`src/rtl/id_ex_stage.sv`:
```
// id_ex_stage: ID/EX pipeline register with load-use hazard detection.
// Registers the decoded control bits, operands and register fields for the
// EX stage. It inserts a bubble on flush or on a load-use hazard, freezes
// completely on hold, and keeps a saturating count of inserted bubbles.
// Ports:
//   clk, reset                   clock, async active-high reset
//   idValid                      decode stage holds a real instruction
//   regDst..branch, aluOp        decoded control
//   readData1/2, signExtImm,
//   pcPlus4, idRs/idRt/idRd      decode operands and register fields
//   hold, flush                  freeze / squash requests
//   ex*                          registered copies for EX
//   loadUseStall                 combinational; holds PC and IF/ID
//   bubbleCount                  saturating count of inserted bubbles
module id_ex_stage (
    input  logic        clk,
    input  logic        reset,
    input  logic        idValid,
    input  logic        regDst,
    input  logic        aluSrc,
    input  logic        memToReg,
    input  logic        regWrite,
    input  logic        memRead,
    input  logic        memWrite,
    input  logic        branch,
    input  logic [2:0]  aluOp,
    input  logic [31:0] readData1,
    input  logic [31:0] readData2,
    input  logic [31:0] signExtImm,
    input  logic [31:0] pcPlus4,
    input  logic [4:0]  idRs,
    input  logic [4:0]  idRt,
    input  logic [4:0]  idRd,
    input  logic        hold,
    input  logic        flush,
    output logic        exRegDst,
    output logic        exAluSrc,
    output logic        exMemToReg,
    output logic        exRegWrite,
    output logic        exMemRead,
    output logic        exMemWrite,
    output logic        exBranch,
    output logic [2:0]  exAluOp,
    output logic [31:0] exData1,
    output logic [31:0] exData2,
    output logic [31:0] exImm,
    output logic [31:0] exPcPlus4,
    output logic [4:0]  exRs,
    output logic [4:0]  exRt,
    output logic [4:0]  exWriteReg,
    output logic        exValid,
    output logic        loadUseStall,
    output logic [15:0] bubbleCount
);

    localparam int unsigned CNT_W   = 16;
    localparam logic [CNT_W-1:0] CNT_MAX = '1;

    logic       w_bubble;
    logic [6:0] w_ctrl;
    logic [2:0] w_alu_op;

    // Load in EX whose destination (not $0) is a source of the ID instruction.
    always_comb begin
        loadUseStall = idValid & exValid & exMemRead & (exRt != 5'd0)
                     & ((exRt == idRs) | (exRt == idRt));
    end

    // Invalid decode slots never carry live control into EX.
    always_comb begin
        w_bubble = flush | loadUseStall;
        w_ctrl   = 7'd0;
        w_alu_op = 3'd0;
        if (idValid) begin
            w_ctrl   = {regDst, aluSrc, memToReg, regWrite, memRead, memWrite, branch};
            w_alu_op = aluOp;
        end
    end

    // Pipeline register: hold > bubble (flush or stall) > capture.
    always_ff @(posedge clk or posedge reset) begin
        if (reset) begin
            {exRegDst, exAluSrc, exMemToReg, exRegWrite,
             exMemRead, exMemWrite, exBranch} <= 7'd0;
            exAluOp     <= 3'd0;
            exData1     <= 32'd0;
            exData2     <= 32'd0;
            exImm       <= 32'd0;
            exPcPlus4   <= 32'd0;
            exRs        <= 5'd0;
            exRt        <= 5'd0;
            exWriteReg  <= 5'd0;
            exValid     <= 1'b0;
            bubbleCount <= '0;
        end else if (!hold) begin
            if (w_bubble) begin
                {exRegDst, exAluSrc, exMemToReg, exRegWrite,
                 exMemRead, exMemWrite, exBranch} <= 7'd0;
                exAluOp    <= 3'd0;
                exData1    <= 32'd0;
                exData2    <= 32'd0;
                exImm      <= 32'd0;
                exPcPlus4  <= 32'd0;
                exRs       <= 5'd0;
                exRt       <= 5'd0;
                exWriteReg <= 5'd0;
                exValid    <= 1'b0;
                if (bubbleCount != CNT_MAX) begin
                    bubbleCount <= bubbleCount + CNT_W'(1);
                end
            end else begin
                {exRegDst, exAluSrc, exMemToReg, exRegWrite,
                 exMemRead, exMemWrite, exBranch} <= w_ctrl;
                exAluOp    <= w_alu_op;
                exData1    <= readData1;
                exData2    <= readData2;
                exImm      <= signExtImm;
                exPcPlus4  <= pcPlus4;
                exRs       <= idRs;
                exRt       <= idRt;
                exWriteReg <= regDst ? idRd : idRt;
                exValid    <= idValid;
            end
        end
    end

endmodule
```
`config.mk`:
```
export PLATFORM = sky130hd
export DESIGN_NAME = id_ex_stage
export DESIGN_NICKNAME = d
export VERILOG_FILES = /design/src/rtl/id_ex_stage.sv
export SDC_FILE = /design/constraint.sdc
export NUM_CORES = 1
export LEC_CHECK = 0
export CORE_AREA = 3 3 131 133
export DETAILED_ROUTE_END_ITERATION = 8
export DIE_AREA = 0 0 134 136
export PLACE_DENSITY = 0.84
export SETUP_SLACK_MARGIN = 0.02
export SLEW_MARGIN = 40
export SYNTH_ARGS = -nofsm -noshare
export SYNTH_HDL_FRONTEND = slang
export SYNTH_SLANG_ARGS = --single-unit
```
`constraint.sdc`:
```
create_clock -name clk -period 5.85 [get_ports clk]
set_input_delay 0.585 -clock clk [delete_from_list [all_inputs] [get_ports clk]]
set_output_delay 0.585 -clock clk [all_outputs]
set_load 0.1 [all_outputs]
```
# Word level (Yosys, flattened, before mapping)
# Cells that the tools add are included.
# op_classes
mux	19
n_addsub	1
n_reduce_logical	2
bitwise_logic	7
eq_ne	3
# op_table
cell	n
2-to-1 mux 32 bit	4
2-to-1 mux 5 bit	4
adder 16 x 1 -> 16 bit, second input constant	1
inequality test 16 bit, second input constant	1
equality test 5 bit	2
2-to-1 mux 1 bit	8
2-to-1 mux 7 bit	1
2-to-1 mux 3 bit	2
nonzero test 5 bit	1
AND 1 bit	4
AND reduction 3 bit	1
OR 1 bit	2
inverter 1 bit	1
# word_totals
out_inout_bits	171
wordCells	49
ff_bits	170
input_bits	158

# Longest topological paths before layout
# Gate-level depths: netlist (run 1).
# logic_depth
depth_word	6
depth_mapped	9

# Worst setup path after synthesis (run 1)
# OpenSTA, ideal clock, no wires.
# synth_timing
kind	register to register
from	reg bubbleCount[0]
to	reg bubbleCount[1]
arrival_time_ps	2720
n_path_buf	1
path_stages_with_launch	8
period_less_slack_ps	2846
t_required_ps	5724
path_slack_ps	3004
cell_sequence	dfrtp_1 > ha_1 > nand3_1 > nor4_1 > nor3_1 > a21oi_1 > buf_2 > mux2_2
# synth_via
elab_chain_cells	2
elab_cells_between_ends	3
cone_classes	1 x add/sub; 1 x eq/ne; 1 x reduce/logical
# synth_rtl
element	line	text
start, declared	53	output logic [15:0] bubbleCount
start signal, assigned	109	bubbleCount <= bubbleCount + CNT_W'(1);
branches (longest 2 deep; another with adder 16 x 1 -> 16 bit)	--	
# Parallel ways; which one is timed is not known.
# A chain may end at the register's enable or synchronous reset.

# Worst setup path after layout (run 1)
# layout_timing
from	in idValid
to	out loadUseStall
# layout_via
elab_chain_cells	4
# layout_rtl
element	line	text
start, declared	18	input logic idValid,
AND 1 bit (3 in a row)	65	loadUseStall = idValid & exValid & exMemRead & (exRt != 5'd0)
AND 1 bit	66	& ((exRt == idRs) | (exRt == idRt));
end, declared	52	output logic loadUseStall,
# No other way between the ends.

==> flow_results.xml, run 1 <==
<?xml version="1.0" encoding="UTF-8"?>
<metrics>
  <group name="status">
    <metric name="status" unit="">complete, no violations</metric>
  </group>
  <group name="critical_path">
    <metric name="worstPathRequired" unit="ps">5270</metric>
    <metric name="setup.worst_path.class" unit="">input pin to output port</metric>
    <metric name="worst_ep_arrival_time" unit="ps">2380</metric>
    <metric name="critical_path.max_fanout" unit="">12</metric>
    <metric name="critical_path.endpoint_type" unit="">output port</metric>
    <metric name="worstSetupStartpointType" unit="">input pin</metric>
  </group>
  <group name="drt">
    <metric name="drt_pass1_iterations" unit="">4</metric>
    <metric name="drt-vias-per-instance" unit="">5.26</metric>
    <metric name="drt-total-wl" unit="um">19100</metric>
    <metric name="wire_per_inst" unit="um">19.3</metric>
    <metric name="num_vias" unit="">5196</metric>
    <metric name="post_route_ant_nets" unit="">0</metric>
    <metric name="drt_iter0_drc" unit="">287</metric>
    <metric name="drc_errors" unit="">0</metric>
  </group>
  <group name="placed_design">
    <metric name="detailed_place_hpwl" unit="um">13700</metric>
    <metric name="post-place-cells" unit="">954</metric>
    <metric name="numPortBuffers" unit="">328</metric>
    <metric name="place.gp.congestion" unit="">0.822</metric>
  </group>
  <group name="power_and_ir_drop">
    <metric name="p_per_area" unit="nW/um^2">402</metric>
    <metric name="vdd_drop_max" unit="V">0.000192</metric>
    <metric name="total_leakage_power" unit="uW">0.00477</metric>
  </group>
  <group name="global_route">
    <metric name="initial_antenna_violation_count" unit="">0</metric>
    <metric name="grt_max_degree" unit="">146</metric>
    <metric name="grt_pass1_vias" unit="">5493</metric>
    <metric name="globalRouteTotalUtil" unit="%">20.7</metric>
    <metric name="grt-ovfl-total" unit="">0</metric>
    <metric name="grt_pass1_wl" unit="um">29800</metric>
  </group>
  <group name="clock_network">
    <metric name="post_cts_buffers" unit="">0</metric>
    <metric name="worst_skew_pair.late_latency" unit="ps">420</metric>
    <metric name="cells_resized_by_post_cts_repair" unit="">0</metric>
    <metric name="cts_max_path_buffers" unit="">2</metric>
    <metric name="cts.clk_slew.worst_paths" unit="ps">60</metric>
    <metric name="ctsRootBufferMaster" unit="">sky130_fd_sc_hd__clkbuf_16</metric>
    <metric name="numClockSinks" unit="">170</metric>
    <metric name="cts-buffers-inserted" unit="">17</metric>
    <metric name="tritoncts" unit="">done</metric>
    <metric name="clock_tree.htree_level_count" unit="">4</metric>
    <metric name="holdBufCountCts" unit="">0</metric>
  </group>
  <group name="sta">
    <metric name="final_setup_vio_count" unit="">0</metric>
    <metric name="hold_viol_final" unit="">0</metric>
    <metric name="share_of_the_clock_period_used_by_the_worst_path_after_layout" unit="%">50.6</metric>
    <metric name="final.setup_skew" unit="ps">8.30</metric>
    <metric name="worst-slew-pin-transition" unit="ps">835</metric>
    <metric name="max_clock_freq" unit="MHz">338</metric>
    <metric name="rsz0062_at_grt" unit="">no</metric>
    <metric name="timing.final.crit_period" unit="ps">2960</metric>
    <metric name="count_of_pins_over_their_slew_limit" unit="">0</metric>
    <metric name="slew_headroom" unit="%">44.3</metric>
    <metric name="totalNegativeSetupSlack" unit="ps">0</metric>
  </group>
  <group name="run">
    <metric name="cap_viol_max_count" unit="">0</metric>
  </group>
  <group name="logic_synthesis">
    <metric name="syn_nets" unit="">604</metric>
    <metric name="avg_inst_size_synth" unit="sq um">14.4</metric>
    <metric name="ys.warnings.count" unit="">0</metric>
    <metric name="synth-seq-cells" unit="">170</metric>
    <metric name="synth_area" unit="sq um">6400</metric>
    <metric name="unique_cell_type_count_in_the_yosys_netlist" unit="">28</metric>
    <metric name="cell_count_after_synthesis" unit="">445</metric>
    <metric name="synth.yosys.seq_area_share" unit="%">66.5</metric>
  </group>
  <group name="cells_and_area">
    <metric name="nNetsFinal" unit="">916</metric>
    <metric name="final_cell_count_no_fill" unit="">987</metric>
    <metric name="layout.cells.most_common" unit="">sky130_fd_sc_hd__buf_2</metric>
    <metric name="synth_to_layout_area_growth" unit="%">49.9</metric>
    <metric name="drive_gt1_share" unit="%">28.3</metric>
    <metric name="mostFrequentLayoutCells" unit="">171 x sky130_fd_sc_hd__buf_2, 170 x sky130_fd_sc_hd__dfrtp_1, 156 x sky130_fd_sc_hd__clkdlybuf4s50_1, 144 x sky130_fd_sc_hd__a22o_1, 17 x sky130_fd_sc_hd__clkbuf_16</metric>
  </group>
  <group name="die">
    <metric name="fp.dieW" unit="um">134</metric>
    <metric name="fp-row-count" unit="">46</metric>
    <metric name="dieHeight" unit="um">136</metric>
    <metric name="initial_standard_cell_utilization_of_the_core" unit="%">40.1</metric>
    <metric name="design.portCount" unit="">329</metric>
    <metric name="coreArea" unit="sq um">15900</metric>
    <metric name="design.die.area" unit="sq um">18200</metric>
  </group>
  <group name="min_path">
    <metric name="hp-class" unit="">flop to flop</metric>
  </group>
</metrics>
[cell type report]
type	instances	area [sq um]
antenna	1	2.50
clock buffer	18	439
clock inverter	14	204
fill	1266	6350
inverter	3	23.8
multi-input combinational	234	1930
sequential	170	4250
tap	216	270
timing repair buffer	331	2470
[per-stage QoR]
stage / setup WS [ps] / cell area [sq um] / total power, uW / util (%) / hold WS (ps)
after floorplan: 662 / 6400 / 2360 / - / 714
after global placement: 2180 / 9780 / 2740 / 61.4 / 476
after detailed placement: 2600 / 8940 / 2660 / 56.1 / 481
after CTS: 2860 / 9580 / 3880 / 60.1 / 496
after global routing: 2730 / 9590 / 3990 / 60.1 / 517
final: 2890 / 9590 / 3850 / 60.2 / 488
[state kept, by name (all words and copies together) (netlist names)]
name / cells
exBranch: 1
exValid: 1
exRegDst: 1
exData1: 32
exData2: 32
exRegWrite: 1
exImm: 32
exMemToReg: 1
bubbleCount: 16
exWriteReg: 5
exAluOp: 3
exPcPlus4: 32
exMemWrite: 1
exAluSrc: 1
exRt: 5
exMemRead: 1
exRs: 5
[where the power goes]
part           internal (uW)  switching (uW)  leakage [uW]
Sequential              1280            88.3       0.00221
Combinational            263             996       0.00224
Clock                    738             483      0.000316
[final timing paths]
check	to	depth (start not counted)	slack, ps	start
setup reg to reg	exMemRead	7	2910	exRt[1]
max in group asynchronous	exPcPlus4[23]	3	4110	reset
hold reg to reg	exAluOp[1]	1	490	exAluOp[1]
setup / recovery	loadUseStall	5	2890	idValid
min in group asynchronous	exPcPlus4[5]	2	610	reset
hold / removal	exAluOp[1]	1	490	exAluOp[1]
[routing by layer]
metal | track usage (%) | wire length (um)
met5 | 0 | 0
met4 | 8.17 | 422
met3 | 7.48 | 1780
met2 | 33.1 | 9200
met1 | 25.8 | 7670
[critical path, cell delays in order]
cell and delay [ps]:
sky130_fd_sc_hd__clkdlybuf4s50_1 810, sky130_fd_sc_hd__o2111ai_1 260, sky130_fd_sc_hd__inv_1 120, sky130_fd_sc_hd__and2_4 170
sky130_fd_sc_hd__buf_2 430
[synth_stat cells, drive strengths merged]
master   number  share of area [%]
nor4b         1               0.14
nand4         5               0.49
o2111ai       1               0.14
a21oi         2               0.16
a22o        144                 20
nor2          7               0.41
nand3         6               0.47
a32o         10                1.6
ha            1               0.20
nor3          6               0.55
nand2b        1              0.098
nor4          5               0.49
buf          19                2.2
nand2         9               0.53
o22ai         1              0.098
mux2          7                1.2
and2          1               0.14
xor2         12                1.6
clkbuf       19                1.1
nor3b         2               0.23
dfrtp       170                 66
xnor2        12                1.6
inv           3               0.18
or4           1               0.12
[cells by family after synthesis]
group,Yosys count,share of synthesized area [%]
AOI/OAI and AO/OA,158,21.7
xor gates and xnor gates,24,3.29
adders and majority gates,1,0.196
buffers and inverters,41,3.48
DFF,170,66.5
muxes,7,1.23
and+or+nand+nor,44,3.66
Power figures use the tool's default switching activity.
==> run 2, diff against run 1 <==
- clock period: 5.85 -> 3.1 ns (I/O delays scaled with it)
==> run 2 against run 1 <==
  * Cell count rose by 0.41%
  * Sequential power rose by 89%
  * Critical path depth rose by 2
  * Core utilization rose by 0.53 points
  * Critical path type is now flop to flop
  * Largest cell class unchanged
  * Largest power group unchanged
==> flow_results.xml, run 2 (synthesis gave the netlist of run 1 again) <==
<?xml version="1.0" encoding="UTF-8"?>
<metrics>
  <group name="critical_path">
    <metric name="worstSetupStartpointType" unit="">flop</metric>
    <metric name="worst_r2r_startpoint" unit="">exRt[2]</metric>
    <metric name="setup.worst_path.class" unit="">flop to flop</metric>
    <metric name="critical_path.slowest_cell" unit="">sky130_fd_sc_hd__buf_4</metric>
    <metric name="critical_path.endpoint_type" unit="">flop</metric>
    <metric name="critical_path.max_fanout" unit="">63</metric>
    <metric name="worst_ep_arrival_time" unit="ps">2980</metric>
    <metric name="path_buf_inv" unit="">2</metric>
    <metric name="cpPeakStageDelay" unit="ps">550</metric>
    <metric name="setup.reg_to_reg.worst_slack" unit="ps">470</metric>
    <metric name="timing.rr.end" unit="">exAluSrc</metric>
    <metric name="worstPathRequired" unit="ps">3450</metric>
    <metric name="rr_worst_depth" unit="">7</metric>
    <metric name="crit_family" unit="">simple AND/OR/NAND/NOR gates</metric>
    <metric name="crit_chain" unit="">or4_1 -&gt; o2111ai_1 -&gt; inv_1 -&gt; and2_4 -&gt; nor3_4 -&gt; buf_4 -&gt; a32o_1</metric>
  </group>
  <group name="clock_network">
    <metric name="cells_resized_by_post_cts_repair" unit="">0</metric>
    <metric name="holdBufCountCts" unit="">0</metric>
    <metric name="worst_skew_pair.late_latency" unit="ps">420</metric>
    <metric name="numClockSinks" unit="">170</metric>
    <metric name="cts_max_path_buffers" unit="">2</metric>
    <metric name="ctsRootBufferMaster" unit="">sky130_fd_sc_hd__clkbuf_16</metric>
    <metric name="clock_tree.htree_level_count" unit="">4</metric>
    <metric name="cts.clk_slew.worst_paths" unit="ps">70</metric>
    <metric name="tritoncts" unit="">done</metric>
    <metric name="post_cts_buffers" unit="">0</metric>
    <metric name="cts-buffers-inserted" unit="">17</metric>
  </group>
  <group name="die">
    <metric name="initial_standard_cell_utilization_of_the_core" unit="%">40.1</metric>
    <metric name="design.portCount" unit="">329</metric>
    <metric name="dieHeight" unit="um">136</metric>
    <metric name="fp.dieW" unit="um">134</metric>
    <metric name="coreArea" unit="sq um">15900</metric>
    <metric name="design.die.area" unit="sq um">18200</metric>
    <metric name="fp-row-count" unit="">46</metric>
  </group>
  <group name="power_and_ir_drop">
    <metric name="seqPwrFrac" unit="%">36.4</metric>
    <metric name="p_switching" unit="uW">3010</metric>
    <metric name="clockPowerShare" unit="%">29.7</metric>
    <metric name="post_layout_total_power" unit="uW">7110</metric>
    <metric name="total_leakage_power" unit="uW">0.00478</metric>
    <metric name="internal-power" unit="uW">4100</metric>
    <metric name="vdd_drop_max" unit="V">0.000434</metric>
    <metric name="netSwitchingFraction" unit="%">42.3</metric>
    <metric name="power_frac_comb" unit="%">33.9</metric>
    <metric name="p_per_area" unit="nW/um^2">734</metric>
  </group>
  <group name="drt">
    <metric name="drt-total-wl" unit="um">19400</metric>
    <metric name="dr.max_layer_used" unit="">met4</metric>
    <metric name="detail_route.wirelength.met1" unit="um">7610</metric>
    <metric name="drt_pass1_iterations" unit="">4</metric>
    <metric name="drc_errors" unit="">0</metric>
    <metric name="drt-vias-per-instance" unit="">5.25</metric>
    <metric name="post_route_ant_nets" unit="">0</metric>
    <metric name="met3RoutedLength" unit="um">1780</metric>
    <metric name="drt_iter0_drc" unit="">224</metric>
    <metric name="num_vias" unit="">5200</metric>
    <metric name="wire_per_inst" unit="um">19.6</metric>
    <metric name="met2_wirelength" unit="um">9750</metric>
  </group>
  <group name="cells_and_area">
    <metric name="drive_gt1_share" unit="%">28.4</metric>
    <metric name="stdcell_area" unit="sq um">9680</metric>
    <metric name="synth_to_layout_area_growth" unit="%">51.2</metric>
    <metric name="layout.core_utilization" unit="%">60.7</metric>
    <metric name="layout.cells.most_common" unit="">sky130_fd_sc_hd__dfrtp_1</metric>
    <metric name="mostFrequentLayoutCells" unit="">170 x sky130_fd_sc_hd__dfrtp_1, 156 x sky130_fd_sc_hd__clkdlybuf4s50_1, 144 x sky130_fd_sc_hd__a22o_1, 143 x sky130_fd_sc_hd__buf_2, 31 x sky130_fd_sc_hd__buf_4</metric>
    <metric name="nNetsFinal" unit="">920</metric>
  </group>
  <group name="run">
    <metric name="cap_viol_max_count" unit="">0</metric>
  </group>
  <group name="status">
    <metric name="status" unit="">complete, no violations</metric>
  </group>
  <group name="sta">
    <metric name="count_of_pins_over_their_slew_limit" unit="">0</metric>
    <metric name="max_clock_freq" unit="MHz">381</metric>
    <metric name="hold_slack" unit="ps">340</metric>
    <metric name="final_setup_vio_count" unit="">0</metric>
    <metric name="hold_viol_final" unit="">0</metric>
    <metric name="final.setup_skew" unit="ps">10.6</metric>
    <metric name="timing.final.crit_period" unit="ps">2630</metric>
    <metric name="worst-slew-pin-transition" unit="ps">666</metric>
    <metric name="totalNegativeSetupSlack" unit="ps">0</metric>
    <metric name="rsz0062_at_grt" unit="">no</metric>
    <metric name="share_of_the_clock_period_used_by_the_worst_path_after_layout" unit="%">84.7</metric>
    <metric name="slew_headroom" unit="%">55.6</metric>
  </group>
  <group name="placed_design">
    <metric name="detailed_place_hpwl" unit="um">13900</metric>
    <metric name="placement.cell_area" unit="sq um">9060</metric>
    <metric name="numPortBuffers" unit="">328</metric>
    <metric name="place.gp.congestion" unit="">0.853</metric>
  </group>
  <group name="global_route">
    <metric name="grt_max_degree" unit="">171</metric>
    <metric name="grt_pass1_wl" unit="um">29900</metric>
    <metric name="initial_antenna_violation_count" unit="">1</metric>
    <metric name="globalRouteTotalUtil" unit="%">20.7</metric>
    <metric name="grt_pass1_vias" unit="">5344</metric>
    <metric name="grt-ovfl-total" unit="">0</metric>
  </group>
  <group name="min_path">
    <metric name="hp-class" unit="">input pin to asynchronous set/reset pin</metric>
  </group>
</metrics>
[run 2: changes by cell type in the layout (fill, tap and decap cells not counted), moves of 3 or more]
cell	change
sky130_fd_sc_hd__buf_4	+29
sky130_fd_sc_hd__buf_2	-28
sky130_fd_sc_hd__clkinv_4	+4
sky130_fd_sc_hd__buf_12	+3
sky130_fd_sc_hd__bufinv_16	-3
[run 2: how the worst max path moves through the flow]
stage,startpoint,endpoint,slack [ps],cells past startpoint
2_1_floorplan,bubbleCount[0],bubbleCount[1],250,7
3_3_place_gp,exRt[1],exAluOp[1],600,7
3_5_place_dp,exRt[2],exAluSrc,470,7
4_1_cts,exRt[2],exAluSrc,460,7
5_1_grt,exRt[2],exAluSrc,380,7
6_report,exRt[2],exAluSrc,470,7
[run 2: per-stage QoR]
step	instances	setup WS, ps
global placement	957	604
CTS	989	457
floorplan	445	254
detailed placement	957	474
finish	991	473
global route	991	377
[run 2: power by group through the flow]
stage	Sequential (uW)	Clock, uW	Combinational (uW)
4_1_cts	2590	2160	2420
3_5_place_dp	2630	0	2410
6_report	2590	2110	2410
2_1_floorplan	4110	0	345
5_1_grt	2620	2250	2490
3_3_place_gp	2620	0	2540
[run 2: worst min-delay path, delay by kind of cell]
family | cells | cell delay [ps]
buf+inv | 3 | 850
[run 2: area by class of cell]
type | instances | area, sq um
Fill cell | 1230 | 6270
Sequential cell | 170 | 4250
Timing Repair Buffer | 335 | 2620
Multi-Input combinational cell | 234 | 1930
Clock buffer | 18 | 429
Tap cell | 216 | 270
Clock inverter | 14 | 160
Inverter | 3 | 15.0
Antenna cell | 1 | 2.50
[run 2: layer usage]
| layer | vias to the layer above | GRT usage, % |
|---|---|---|
| li1 | 2332 | - |
| met1 | 2574 | 25.5 |
| met2 | 274 | 34.4 |
| met3 | 20 | 7.51 |
| met4 | 0 | 6.46 |
| met5 | - | 0 |
==> run 3, diff against run 2 <==
- CORE_AREA: 3 3 131 133 -> 3 3 138 140
- DIE_AREA: 0 0 134 136 -> 0 0 141 143
- PLACE_DENSITY: 0.84 -> 0.8
- clock period: 3.1 -> 2.3 ns (I/O delays scaled with it)
==> run 3 against run 2 <==
  * The flow now finishes with violations (negative setup slack)
  * Cell count up 4.7%
  * Critical endpoint is now loadUseStall
  * Global-route usage fell by 2.1 points
  * Setup slack worse by 480 ps
  * Critical path type is now flop to output port
  * Wire length grew 3.6%
  * Largest power group unchanged
  * Sequential cell count stayed put
==> flow_results.xml, run 3 (synthesis gave the netlist of run 1 again) <==
<?xml version="1.0" encoding="UTF-8"?>
<metrics>
  <group name="status">
    <metric name="status" unit="">finished, violations left</metric>
    <metric name="failed_checks" unit="">negative setup slack</metric>
  </group>
  <group name="critical_path">
    <metric name="rr_worst_depth" unit="">8</metric>
    <metric name="crit_chain" unit="">or4_4 -&gt; o2111ai_4 -&gt; inv_2 -&gt; and2_4 -&gt; buf_6 -&gt; buf_12</metric>
    <metric name="critical_path.slowest_cell" unit="">sky130_fd_sc_hd__or4_4</metric>
    <metric name="critical_path.endpoint_type" unit="">output port</metric>
    <metric name="worstPathRequired" unit="ps">2070</metric>
    <metric name="crit_cells" unit="">6</metric>
    <metric name="crit_family" unit="">simple AND/OR/NAND/NOR gates</metric>
    <metric name="worst_ep_arrival_time" unit="ps">2080</metric>
    <metric name="worstSetupStartpointType" unit="">flop</metric>
    <metric name="setup.worst_path.class" unit="">flop to output port</metric>
    <metric name="critical_path.max_fanout" unit="">2</metric>
    <metric name="path_buf_inv" unit="">3</metric>
    <metric name="cpPeakStageDelay" unit="ps">540</metric>
  </group>
  <group name="sta">
    <metric name="slew_headroom" unit="%">54.0</metric>
    <metric name="count_of_pins_over_their_slew_limit" unit="">0</metric>
    <metric name="final.setup_skew" unit="ps">8.07</metric>
    <metric name="rsz0062_at_grt" unit="">yes</metric>
    <metric name="totalNegativeSetupSlack" unit="ps">-8.87</metric>
    <metric name="worst_setup_slack_final" unit="ps">-8.87</metric>
    <metric name="max_clock_freq" unit="MHz">433</metric>
    <metric name="timing.final.crit_period" unit="ps">2310</metric>
    <metric name="final_setup_vio_count" unit="">1</metric>
    <metric name="worst-slew-pin-transition" unit="ps">688</metric>
    <metric name="hold_viol_final" unit="">0</metric>
    <metric name="share_of_the_clock_period_used_by_the_worst_path_after_layout" unit="%">100</metric>
  </group>
  <group name="clock_network">
    <metric name="cts_max_path_buffers" unit="">2</metric>
    <metric name="worst_skew_pair.late_latency" unit="ps">410</metric>
    <metric name="ctsRootBufferMaster" unit="">sky130_fd_sc_hd__clkbuf_16</metric>
    <metric name="holdBufCountCts" unit="">0</metric>
    <metric name="cts-buffers-inserted" unit="">17</metric>
    <metric name="clock_tree.htree_level_count" unit="">4</metric>
    <metric name="numClockSinks" unit="">170</metric>
    <metric name="cts.clk_slew.worst_paths" unit="ps">70</metric>
    <metric name="tritoncts" unit="">done</metric>
  </group>
  <group name="die">
    <metric name="design.die.area" unit="sq um">20200</metric>
    <metric name="dieHeight" unit="um">143</metric>
    <metric name="fp.dieW" unit="um">141</metric>
    <metric name="initial_standard_cell_utilization_of_the_core" unit="%">35.6</metric>
    <metric name="fp-row-count" unit="">49</metric>
    <metric name="coreArea" unit="sq um">18000</metric>
    <metric name="design.portCount" unit="">329</metric>
  </group>
  <group name="global_route">
    <metric name="globalRouteTotalUtil" unit="%">18.7</metric>
    <metric name="grt_max_degree" unit="">85</metric>
    <metric name="grt_pass1_vias" unit="">5245</metric>
    <metric name="initial_antenna_violation_count" unit="">2</metric>
    <metric name="grt_pass1_wl" unit="um">29400</metric>
    <metric name="grt-ovfl-total" unit="">0</metric>
  </group>
  <group name="cells_and_area">
    <metric name="drive_gt1_share" unit="%">34.8</metric>
    <metric name="layout.core_utilization" unit="%">58.3</metric>
    <metric name="nNetsFinal" unit="">953</metric>
    <metric name="synth_to_layout_area_growth" unit="%">63.7</metric>
    <metric name="mostFrequentLayoutCells" unit="">195 x sky130_fd_sc_hd__buf_4, 156 x sky130_fd_sc_hd__clkdlybuf4s50_1, 149 x sky130_fd_sc_hd__dfrtp_1, 144 x sky130_fd_sc_hd__a22o_1, 21 x sky130_fd_sc_hd__dfrtp_2</metric>
    <metric name="register_area" unit="sq um">4280</metric>
    <metric name="layout.cells.most_common" unit="">sky130_fd_sc_hd__buf_4</metric>
    <metric name="multi_input_comb_area" unit="sq um">1980</metric>
    <metric name="fill_cells" unit="">1452</metric>
  </group>
  <group name="drt">
    <metric name="num_vias" unit="">5263</metric>
    <metric name="drt_iter0_drc" unit="">170</metric>
    <metric name="drt_pass1_iterations" unit="">4</metric>
    <metric name="wire_per_inst" unit="um">19.4</metric>
    <metric name="drt-total-wl" unit="um">20100</metric>
    <metric name="drt-vias-per-instance" unit="">5.07</metric>
    <metric name="post_route_ant_nets" unit="">0</metric>
    <metric name="drc_errors" unit="">0</metric>
  </group>
  <group name="placed_design">
    <metric name="place.gp.congestion" unit="">0.795</metric>
    <metric name="numPortBuffers" unit="">328</metric>
    <metric name="detailed_place_hpwl" unit="um">14500</metric>
  </group>
  <group name="min_path">
    <metric name="hp-class" unit="">input pin to flop</metric>
    <metric name="hold_depth" unit="">2</metric>
  </group>
  <group name="power_and_ir_drop">
    <metric name="total_leakage_power" unit="uW">0.00499</metric>
    <metric name="p_per_area" unit="nW/um^2">940</metric>
    <metric name="vdd_drop_max" unit="V">0.000690</metric>
  </group>
  <group name="run">
    <metric name="cap_viol_max_count" unit="">0</metric>
  </group>
</metrics>
## run 3: area by class of cell
class,count,share of cell area [%]
sequential,170,40.9
timing repair buffer,368,31.8
multi-input combinational,234,18.9
clock buffer,18,4.10
tap,229,2.74
clock inverter,14,1.47
inverter,3,0.143
antenna,2,0.0478
## run 3: what timing repair did
| item | in CTS | in global routing |
|---|---|---|
| pin swaps | 1 | 4 |
| buffers inserted | 3 | 1 |
| setup endpoints to repair | 160 | 105 |
| gates cloned | 0 | 4 |
| resized for setup | 0 | 12 |
## run 3: routing by layer
layer  wire length, um  global-route usage, %  up-vias
met5                 0                      0        -
met4               432                   6.53        0
met3              1680                   6.03       26
met2             10100                   31.5      246
met1              7870                   22.6     2581
li1                  -                      -     2410
## run 3: metrics by stage
| step | std cells | setup WS (ps) | hold WS, ps | total power, uW | instance area (sq um) |
|---|---|---|---|---|---|
| 6_report | 1038 | -8.87 | 247 | 9840 | 10500 |
| 2_1_floorplan | 445 | -283 | 359 | 6040 | 6510 |
| 4_1_cts | 1031 | -91.5 | 214 | 9900 | 10300 |
| 3_5_place_dp | 996 | -383 | 476 | 7010 | 9710 |
| 3_3_place_gp | 996 | -352 | 467 | 6980 | 9710 |
| 5_1_grt | 1038 | -74.9 | 246 | 10200 | 10500 |
## run 3: path summary, 6_finish.rpt
| check | from | endpoint | slack [ps] |
|---|---|---|---|
| min | hold | exData1[19] | 250 |
| max | exRt[2] | loadUseStall | -9 |
| max in group asynchronous | reset | exRt[0] | 1400 |
| min in group asynchronous | reset | exData2[15] | 270 |
| max reg2reg | exRt[2] | exPcPlus4[24] | 80 |
| min reg2reg | bubbleCount[15] | bubbleCount[15] | 480 |
## run 3: power breakdown
part	leakage [uW]	internal [uW]	switching, uW
logic	0.00253	920	2560
registers	0.00218	3280	224
clock network	0.000282	1550	1310
total	0.00499	5750	4100
